**src/rtl/data_sel_reg.sv**
```systemverilog
// ============================================================================
//  Module   : data_sel_reg
//  Purpose  : N-way valid/ready word selector with a single-entry output
//             register; fixed-priority or round-robin arbitration.
//  Revision : 1.0  initial release
// ============================================================================
`default_nettype none

module data_sel_reg #(
  parameter int DATA_WIDTH = 128,
  parameter int NUM_CH     = 2,
  parameter int RR_MODE    = 0,
  parameter int CNT_W      = 16
) (
  input  logic                         clk,
  input  logic                         n_rst,
  input  logic                         clear,
  input  logic [NUM_CH-1:0]            in_valid,
  input  logic [NUM_CH*DATA_WIDTH-1:0] in_data,
  output logic [NUM_CH-1:0]            in_ready,
  output logic                         out_valid,
  output logic [DATA_WIDTH-1:0]        out_data,
  output logic [$clog2(NUM_CH)-1:0]    out_src,
  input  logic                         out_ready,
  output logic [CNT_W-1:0]             acc_count
);

  localparam int SRC_W = $clog2(NUM_CH);
  localparam logic [SRC_W:0] C_NUM_CH = (SRC_W+1)'(NUM_CH);

  localparam logic [0:0] ST_EMPTY = 1'b0;
  localparam logic [0:0] ST_FULL  = 1'b1;

  logic [0:0]            r_state;
  logic [0:0]            w_state_nxt;
  logic [DATA_WIDTH-1:0] r_data;
  logic [SRC_W-1:0]      r_src;
  logic [CNT_W-1:0]      r_count;

  logic [SRC_W-1:0]      w_base;
  logic [2*NUM_CH-1:0]   w_valid_x2;
  logic [NUM_CH-1:0]     w_valid_rot;
  logic [SRC_W-1:0]      w_offset;
  logic [SRC_W:0]        w_sum;
  logic [SRC_W-1:0]      w_grant;
  logic [DATA_WIDTH-1:0] w_word;
  logic                  w_any;
  logic                  w_can_accept;
  logic                  w_xfer;

  // Rotate the request vector so that bit 0 is the channel at the search base.
  assign w_valid_x2  = {in_valid, in_valid};
  assign w_valid_rot = NUM_CH'(w_valid_x2 >> w_base);

  always_comb begin
    w_any    = 1'b0;
    w_offset = '0;
    for (int k = NUM_CH - 1; k >= 0; k--) begin
      if (w_valid_rot[k]) begin
        w_any    = 1'b1;
        w_offset = SRC_W'(k);
      end
    end
  end

  assign w_sum   = {1'b0, w_base} + {1'b0, w_offset};
  assign w_grant = (w_sum >= C_NUM_CH) ? SRC_W'(w_sum - C_NUM_CH) : w_sum[SRC_W-1:0];

  always_comb begin
    w_word = '0;
    for (int k = 0; k < NUM_CH; k++) begin
      if (w_grant == SRC_W'(k)) begin
        w_word = in_data[k*DATA_WIDTH +: DATA_WIDTH];
      end
    end
  end

  // The held word may be replaced on the same edge it drains.
  assign w_can_accept = (r_state == ST_EMPTY) || out_ready;
  assign w_xfer       = w_any && w_can_accept && !clear;
  assign in_ready     = w_xfer ? (NUM_CH'(1) << w_grant) : '0;

  generate
    if (RR_MODE != 0) begin : g_rr
      logic [SRC_W-1:0] r_ptr;
      logic [SRC_W:0]   w_inc;
      logic [SRC_W-1:0] w_ptr_nxt;

      assign w_inc     = {1'b0, w_grant} + (SRC_W+1)'(1);
      assign w_ptr_nxt = (w_inc == C_NUM_CH) ? '0 : w_inc[SRC_W-1:0];
      assign w_base    = r_ptr;

      always_ff @(posedge clk or negedge n_rst) begin
        if (!n_rst) begin
          r_ptr <= '0;
        end else if (clear) begin
          r_ptr <= '0;
        end else if (w_xfer) begin
          r_ptr <= w_ptr_nxt;
        end
      end
    end else begin : g_fixed
      assign w_base = '0;
    end
  endgenerate

  always_comb begin
    w_state_nxt = r_state;
    if (clear) begin
      w_state_nxt = ST_EMPTY;
    end else if (w_xfer) begin
      w_state_nxt = ST_FULL;
    end else if ((r_state == ST_FULL) && out_ready) begin
      w_state_nxt = ST_EMPTY;
    end
  end

  always_ff @(posedge clk or negedge n_rst) begin
    if (!n_rst) begin
      r_state <= ST_EMPTY;
    end else begin
      r_state <= w_state_nxt;
    end
  end

  always_ff @(posedge clk or negedge n_rst) begin
    if (!n_rst) begin
      r_data  <= '0;
      r_src   <= '0;
      r_count <= '0;
    end else if (clear) begin
      r_data  <= '0;
      r_src   <= '0;
      r_count <= '0;
    end else if (w_xfer) begin
      r_data  <= w_word;
      r_src   <= w_grant;
      r_count <= r_count + CNT_W'(1);
    end
  end

  assign out_valid = (r_state == ST_FULL);
  assign out_data  = r_data;
  assign out_src   = r_src;
  assign acc_count = r_count;

endmodule

`default_nettype wire

```
**config.mk**
```make
export PLATFORM = sky130hd
export DESIGN_NAME = data_sel_reg
export DESIGN_NICKNAME = d
export VERILOG_FILES = /design/src/rtl/data_sel_reg.sv
export SDC_FILE = /design/constraint.sdc
export NUM_CORES = 1
export LEC_CHECK = 0
export CAP_MARGIN = 5
export CORE_AREA = 2 2 157 159
export CTS_CLUSTER_DIAMETER = 30
export DETAILED_ROUTE_END_ITERATION = 10
export DIE_AREA = 0 0 159 161
export DONT_BUFFER_PORTS = 1
export MAX_ROUTING_LAYER = met4
export PLACE_DENSITY = 0.38
export SLEW_MARGIN = 20
export SYNTH_ARGS = -nofsm -noshare
export SYNTH_HDL_FRONTEND = slang
export SYNTH_SLANG_ARGS = --single-unit
```
**constraint.sdc**
```tcl
create_clock -name clk -period 2.6 [get_ports clk]
set_clock_uncertainty 0.1 [all_clocks]
set_input_delay 0.52 -clock clk [delete_from_list [all_inputs] [get_ports clk]]
set_output_delay 0.52 -clock clk [all_outputs]
set_load 0.1 [all_outputs]
```
==> results of run 1 <==
-- metrics by stage --
stage                     cells  total power [mW]  hold WS [ns]  utilization  setup slack (ns)
final                      1101              6.77        -0.307        0.341             0.317
after global routing       1101              7.06        -0.346        0.341             0.211
after CTS                  1101              6.89        -0.333        0.341             0.246
after detailed placement   1069              4.37         0.129        0.317             0.522
after global placement     1069              4.36         0.128        0.317             0.519
after floorplan             653              4.00         0.124            -           -0.0294
-- routing by layer --
metal	wire length (um)	vias up	share of wire
li1	-	2478	-
met4	376	0	0.019
met2	10100	277	0.52
met3	1640	26	0.084
met5	0	-	0
met1	7420	2594	0.38
-- cell families (layout without fill, tap and decap cells) --
kind of cell	Yosys count	in the layout	synth area share
adder cells (fa/ha/maj)	1	1	0.00200
multiplexers	1	1	0.00180
AO/OA/AOI/OAI	147	147	0.171
flip-flops	146	146	0.585
AND/OR/NAND/NOR	302	302	0.197
buffers and inverters	49	173	0.0330
XOR/XNOR	7	7	0.00981
-- critical path, stage by stage (launching register included) --
cell and delay, ns:
dfrtp_1 0.40, nor2b_4 0.18, nor3b_2 0.38, clkbuf_16 0.29
-- area by class of cell --
class | instances | area share
inverters | 2 | 0.000917
clock buffers | 19 | 0.0529
well taps | 324 | 0.0495
multi-input cells | 458 | 0.295
repair buffers | 139 | 0.137
clock inverters | 13 | 0.0185
flip-flops and latches | 146 | 0.446
-- power breakdown --
part	leakage (nW)	internal, mW	switching, mW	total, mW
registers	1.94	2.43	0.201	2.63
logic	1.92	0.306	1.39	1.69
clock network	0.289	1.44	1.02	2.45
total	4.15	4.17	2.60	6.77
-- state kept, by name, indices dropped and copies added (netlist names) --
register   cells
out_valid      1
out_src        1
out_data     128
acc_count     16
-- placed cells by master, fill, tap and decap left out, types with 2 or more instances in the layout --
master,netlist,layout
inv_6,0,4
clkinv_2,0,2
nor4_1,4,4
clkbuf_1,34,2
clkbuf_16,0,18
o21ai_0,3,3
nand3_1,5,5
dfrtp_1,146,146
a21oi_1,10,9
or4_1,5,5
or3_1,4,4
inv_1,2,2
nand2_1,264,264
buf_12,0,3
o31ai_1,5,5
bufinv_16,0,2
nor2_1,10,10
buf_4,0,134
xnor2_1,6,6
clkinv_4,0,4
a22oi_1,128,128
-- worst max-delay path by stage --
stage | start | endpoint | cells after the start
global route | out_valid | in_ready[0] | 3
floorplan | out_valid | in_ready[1] | 4
CTS | out_valid | in_ready[0] | 3
finish | out_valid | in_ready[0] | 3
global placement | out_ready | out_data[41] | 6
detailed placement | out_ready | out_data[14] | 6
==> results.md, run 1 <==
* GR Util met2 at 0.264
* Top post-synthesis cells by area: dfrtp_1, nand2_1, a22oi_1, clkbuf_1, xnor2_1
* Critical Path Start Type: register
* 1st-iter DRT viols at 287
* Vias/cell at 4.88
* PwrDens at 828 nW/um^2
* Worst Hold Margin at -0.307 ns
* IO Port Bufs at 0
* DRC at 0
* Hold Vio Cnt, Final at 146
* Worst Hold Class: input port to asynchronous set/reset pin
* # resized after CTS at 0
* Post-route ant nets at 0
* Yosys top cell area share at 0.585
* Yosys reg bits at 146
* RSZ-0062 raised after global routing: false
* Clk sinks at 146
* H-tree depth at 4
* Core area at 24000 um^2
* Synth top cells by count: nand2_1, dfrtp_1, a22oi_1
* # rows at 57
* Global routing met1 resource utilization at 0.164
* Synth Instances at 653
* Reg-to-Reg End: out_data[41]
* Multi-input gate area at 2410 um^2
* Die Y at 161 um
* Worst-Skew Late Latency at 0.41 ns
* Failing checks: hold timing
* Setup TNS at 0 ns
* Data arrival time of the critical path at 1.66 ns
* Max-cap violation count at 0
* Highest clock rate at 0.438 GHz
* Unique masters post-synth at 31
* Number of global-route vias before repair at 5557
* Via count at 5375
* Num CTS Buffers at 17
* Die Wd at 159 um
* Worst ir drop on vdd at 0.000319 V
* Most frequent cell after synthesis: nand2_1
* First-pass GRT wire length at 29700 um
* Fillcell total at 2480
* CTS Buffer Depth at 2
* Area grow syn2layout at 31.0%
* Drt wl/cell at 17.8 um
* Clock root buffer: clkbuf_16
* GRT met3 Usage at 0.0496
* Final number of setup-violating endpoints at 0
* Min Clock Period, post-route at 2.28 ns
* Setup bufs post-CTS at 0
* Sequential fraction of the synthesis area at 0.585
* WL final at 19600 um
* Overflow after GRT at 0
* Max Slew Vio Count at 0
* Mapped Area at 6250 um^2
* Post-synthesis net count at 916
* GRT Total Usage at 0.152
* Tightest Pin Transition at 0.938 ns
* Critical path type: register to primary output
* Initial antenna violation count at 0
* Avg Synthesized Cell Area at 9.57 um^2
* Worst endpoint required time at 1.98 ns
* CP Max Fanout at 10
* Largest net degree at the start of global routing at 147
* Most used DFF post-synth: dfrtp_1
* Share of cells above drive strength 1 at 0.227
* Yosys top cell by area: dfrtp_1
* Ys Warns at 0
* P_leak at 4.15 nW
* FF/Latch Area at 3650 um^2
* Slew headroom at 0.375
* Post-synth EDFFs at 0
* Asr flop ratio synth at 1.00
* GPL Wtd Cong at 0.833
* DP Wirelength at 14000 um
* CTS tree: yes
* ANT cells at 0
* DR pass1 iterations at 5
* Clock Pin Slew Worst Setup and Hold Paths at 0.07 ns
* R2R Path Start: out_valid
* Final Cell Area at 8180 um^2
* R2r setup slk at 0.51 ns
* Dpl cell area at 7600 um^2
* I/O pin cnt at 410
* Part of the cycle the worst path needs at 0.878
* Final nets at 1027
* CP Capture Type: primary output
* Status: complete, but fails checks
* GR peak layer: met2
* FF-to-FF path depth at 6
* Die area at 25600 um^2
* Initial core utilization at 0.261
(Power assumes the default switching activity.)
==> inputs of run 2 (changes only) <==
--- a/config.mk
+++ b/config.mk
@@ -11,8 +11,10 @@
 export DETAILED_ROUTE_END_ITERATION = 10
 export DIE_AREA = 0 0 159 161
 export DONT_BUFFER_PORTS = 1
+export GPL_ROUTABILITY_DRIVEN = 0
 export MAX_ROUTING_LAYER = met4
 export PLACE_DENSITY = 0.38
+export REMOVE_ABC_BUFFERS = 1
 export SLEW_MARGIN = 20
 export SYNTH_ARGS = -nofsm -noshare
 export SYNTH_HDL_FRONTEND = slang
==> run 2 against run 1 <==
  * The flow still finishes with violations (hold timing)
  * Register-to-register slack worse by 0.11 ns
  * Routed wire length is 7.3% higher
  * Non-clock buffer count is 4 higher
  * Highest routed layer unchanged
==> results.md, run 2 (same netlist as run 1, synthesis figures left out) <==
* Status: complete, but fails checks
* Failing checks: hold timing
* # rows at 57 (unchanged)
* GRT Total Usage at 0.165 (+0.0128)
* WL final at 21000 um (+7.3%)
* I/O pin cnt at 410 (unchanged)
* Initial core utilization at 0.261 (unchanged)
* Vias/cell at 4.83 (-0.99%)
* PwrDens at 836 nW/um^2 (+1.0%)
* Setup bufs post-CTS at 0 (unchanged)
* Critical Path Start Type: register
* Slew headroom at 0.372 (-0.00290)
* Final nets at 1031 (+0.39%)
* Min Clock Period, post-route at 2.50 ns (+0.215 ns)
* Highest clock rate at 0.400 GHz (-8.6%)
* Multi-input gate area at 2410 um^2 (unchanged)
* Clock Pin Slew Worst Setup and Hold Paths at 0.07 ns (about the same)
* Tightest Pin Transition at 0.942 ns (+0.00436 ns)
* GRT met3 Usage at 0.0439 (-0.00565)
* Die Wd at 159 um (unchanged)
* Final number of setup-violating endpoints at 0 (unchanged)
* First-pass GRT wire length at 31900 um (+7.4%)
* Die Y at 161 um (unchanged)
* Number of global-route vias before repair at 5537 (-0.36%)
* Worst ir drop on vdd at 0.000318 V (-0.44%)
* Sw frac at 0.378 (-0.00638)
* 1st-iter DRT viols at 310 (+8.0%)
* Hold Vio Cnt, Final at 146 (unchanged)
* Via count at 5341 (-0.63%)
* FF/Latch Area at 3650 um^2 (unchanged)
* Share of power burned in registers at 0.377 (-0.011)
* Global routing met1 resource utilization at 0.189 (+0.0248)
* Worst endpoint required time at 1.98 ns (about the same)
* Core area at 24000 um^2 (unchanged)
* Drt wl/cell at 19.0 um (+6.9%)
* Die area at 25600 um^2 (unchanged)
* Clock power share at 0.372 (+0.010)
* Data arrival time of the critical path at 1.88 ns (+0.22 ns)
* Max Slew Vio Count at 0 (unchanged)
* Most common cell after layout, fill and taps aside: nand2_1
* Pint at 4.29 mW (+3.0%)
* Initial antenna violation count at 1 (+1)
* Critical path type: register to primary output
* IO Port Bufs at 0 (unchanged)
* Fillcell total at 2489 (+0.36%)
* Worst-Skew Late Latency at 0.41 ns (about the same)
* DRC at 0 (unchanged)
* Clk sinks at 146 (unchanged)
* Largest net degree at the start of global routing at 147 (unchanged)
* Num CTS Buffers at 17 (unchanged)
* CP Capture Type: primary output
* Net Switching at 2.61 mW (+0.24%)
* P_leak at 4.18 nW (+0.77%)
* Post-route ant nets at 0 (unchanged)
* CTS Buffer Depth at 2 (unchanged)
* DR pass1 iterations at 5 (unchanged)
* Worst Hold Class: input port to asynchronous set/reset pin
* Part of the cycle the worst path needs at 0.961 (+0.0827)
* RSZ-0062 raised after global routing: false
* Area grow syn2layout at 32.1%
* Overflow after GRT at 0 (unchanged)
* # resized after CTS at 0 (unchanged)
* Max reg flops at 128 (unchanged)
* Max-cap violation count at 0 (unchanged)
* Worst Hold Margin at -0.309 ns (-0.00211 ns)
* Most frequent cells in the layout: nand2_1, dfrtp_1, buf_4
* CTS tree: yes
* Share of cells above drive strength 1 at 0.232 (+0.00554)
* DP Wirelength at 15200 um (+8.9%)
* GR Util met2 at 0.276 (+0.0115)
* Final core occ at 0.345 (+0.00308)
* CP Max Fanout at 73 (+63)
* GR peak layer: met2
* H-tree depth at 4 (unchanged)
* Gate power share at 0.250 (about the same)
* Clock root buffer: clkbuf_16
[run 2: through the flow]
| step | power, mW | setup WS, ns | TNS, ns | std cells | instance area, um^2 |
|---|---|---|---|---|---|
| after floorplan | 4.02 | -7.78 | -1007.11 | 606 | 6050 |
| after global placement | 4.37 | 0.472 | 0 | 1073 | 7640 |
| after detailed placement | 4.38 | 0.411 | 0 | 1073 | 7640 |
| after CTS | 7.01 | 0.0925 | 0 | 1104 | 8250 |
| after global routing | 7.20 | 0.0375 | 0 | 1105 | 8260 |
| final | 6.90 | 0.102 | 0 | 1105 | 8260 |
[run 2: cell type report]
type / instances / area share
Clock inverter: 13 / 0.0211
Timing Repair Buffer: 143 / 0.141
Sequential cell: 146 / 0.442
Tap cell: 324 / 0.0491
Clock buffer: 18 / 0.0532
Inverter: 2 / 0.000909
Multi-Input combinational cell: 458 / 0.292
Antenna cell: 1 / 0.000303
[run 2: path summary, 6_finish.rpt]
path                              startpoint       endpoint  slack, ns  cells past startpoint
worst max-delay path               out_valid    in_ready[1]       0.10                      4
worst min-delay path                   n_rst  out_data[102]      -0.31                      0
worst max register to register     out_valid  out_data[108]       0.40                      6
worst min register to register  out_data[40]   out_data[40]       0.42                      2
max in group asynchronous              n_rst  acc_count[14]       2.49                      0
min in group clk                       clear      out_valid       0.07                      1
[run 2: layer usage]
metal,wire [um],part of all wire
met1,8250,0.39
met2,10800,0.51
met3,1470,0.070
met4,467,0.022
met5,0,0
[run 2: power by group through the flow]
stage / logic (mW) / registers [mW] / clock network, mW
2_1_floorplan: 0.289 / 3.73 / 0
3_3_place_gp: 1.73 / 2.64 / 0
3_5_place_dp: 1.73 / 2.64 / 0
4_1_cts: 1.74 / 2.60 / 2.67
5_1_grt: 1.79 / 2.62 / 2.80
6_report: 1.73 / 2.60 / 2.57
[run 2: worst max-delay path: stages, from the launching register on]
cell     delay (ns)
dfrtp_1        0.37
nor2b_4        0.17
nor4b_4        0.27
buf_12         0.35
buf_16         0.22
==> inputs of run 3 (changes only) <==
--- a/config.mk
+++ b/config.mk
@@ -7,7 +7,7 @@
 export LEC_CHECK = 0
 export CAP_MARGIN = 5
 export CORE_AREA = 2 2 157 159
-export CTS_CLUSTER_DIAMETER = 30
+export CTS_CLUSTER_DIAMETER = 120
 export DETAILED_ROUTE_END_ITERATION = 10
 export DIE_AREA = 0 0 159 161
 export DONT_BUFFER_PORTS = 1
==> results of run 3 <==
Final layout, timing and power as in run 2 (identical DEF).
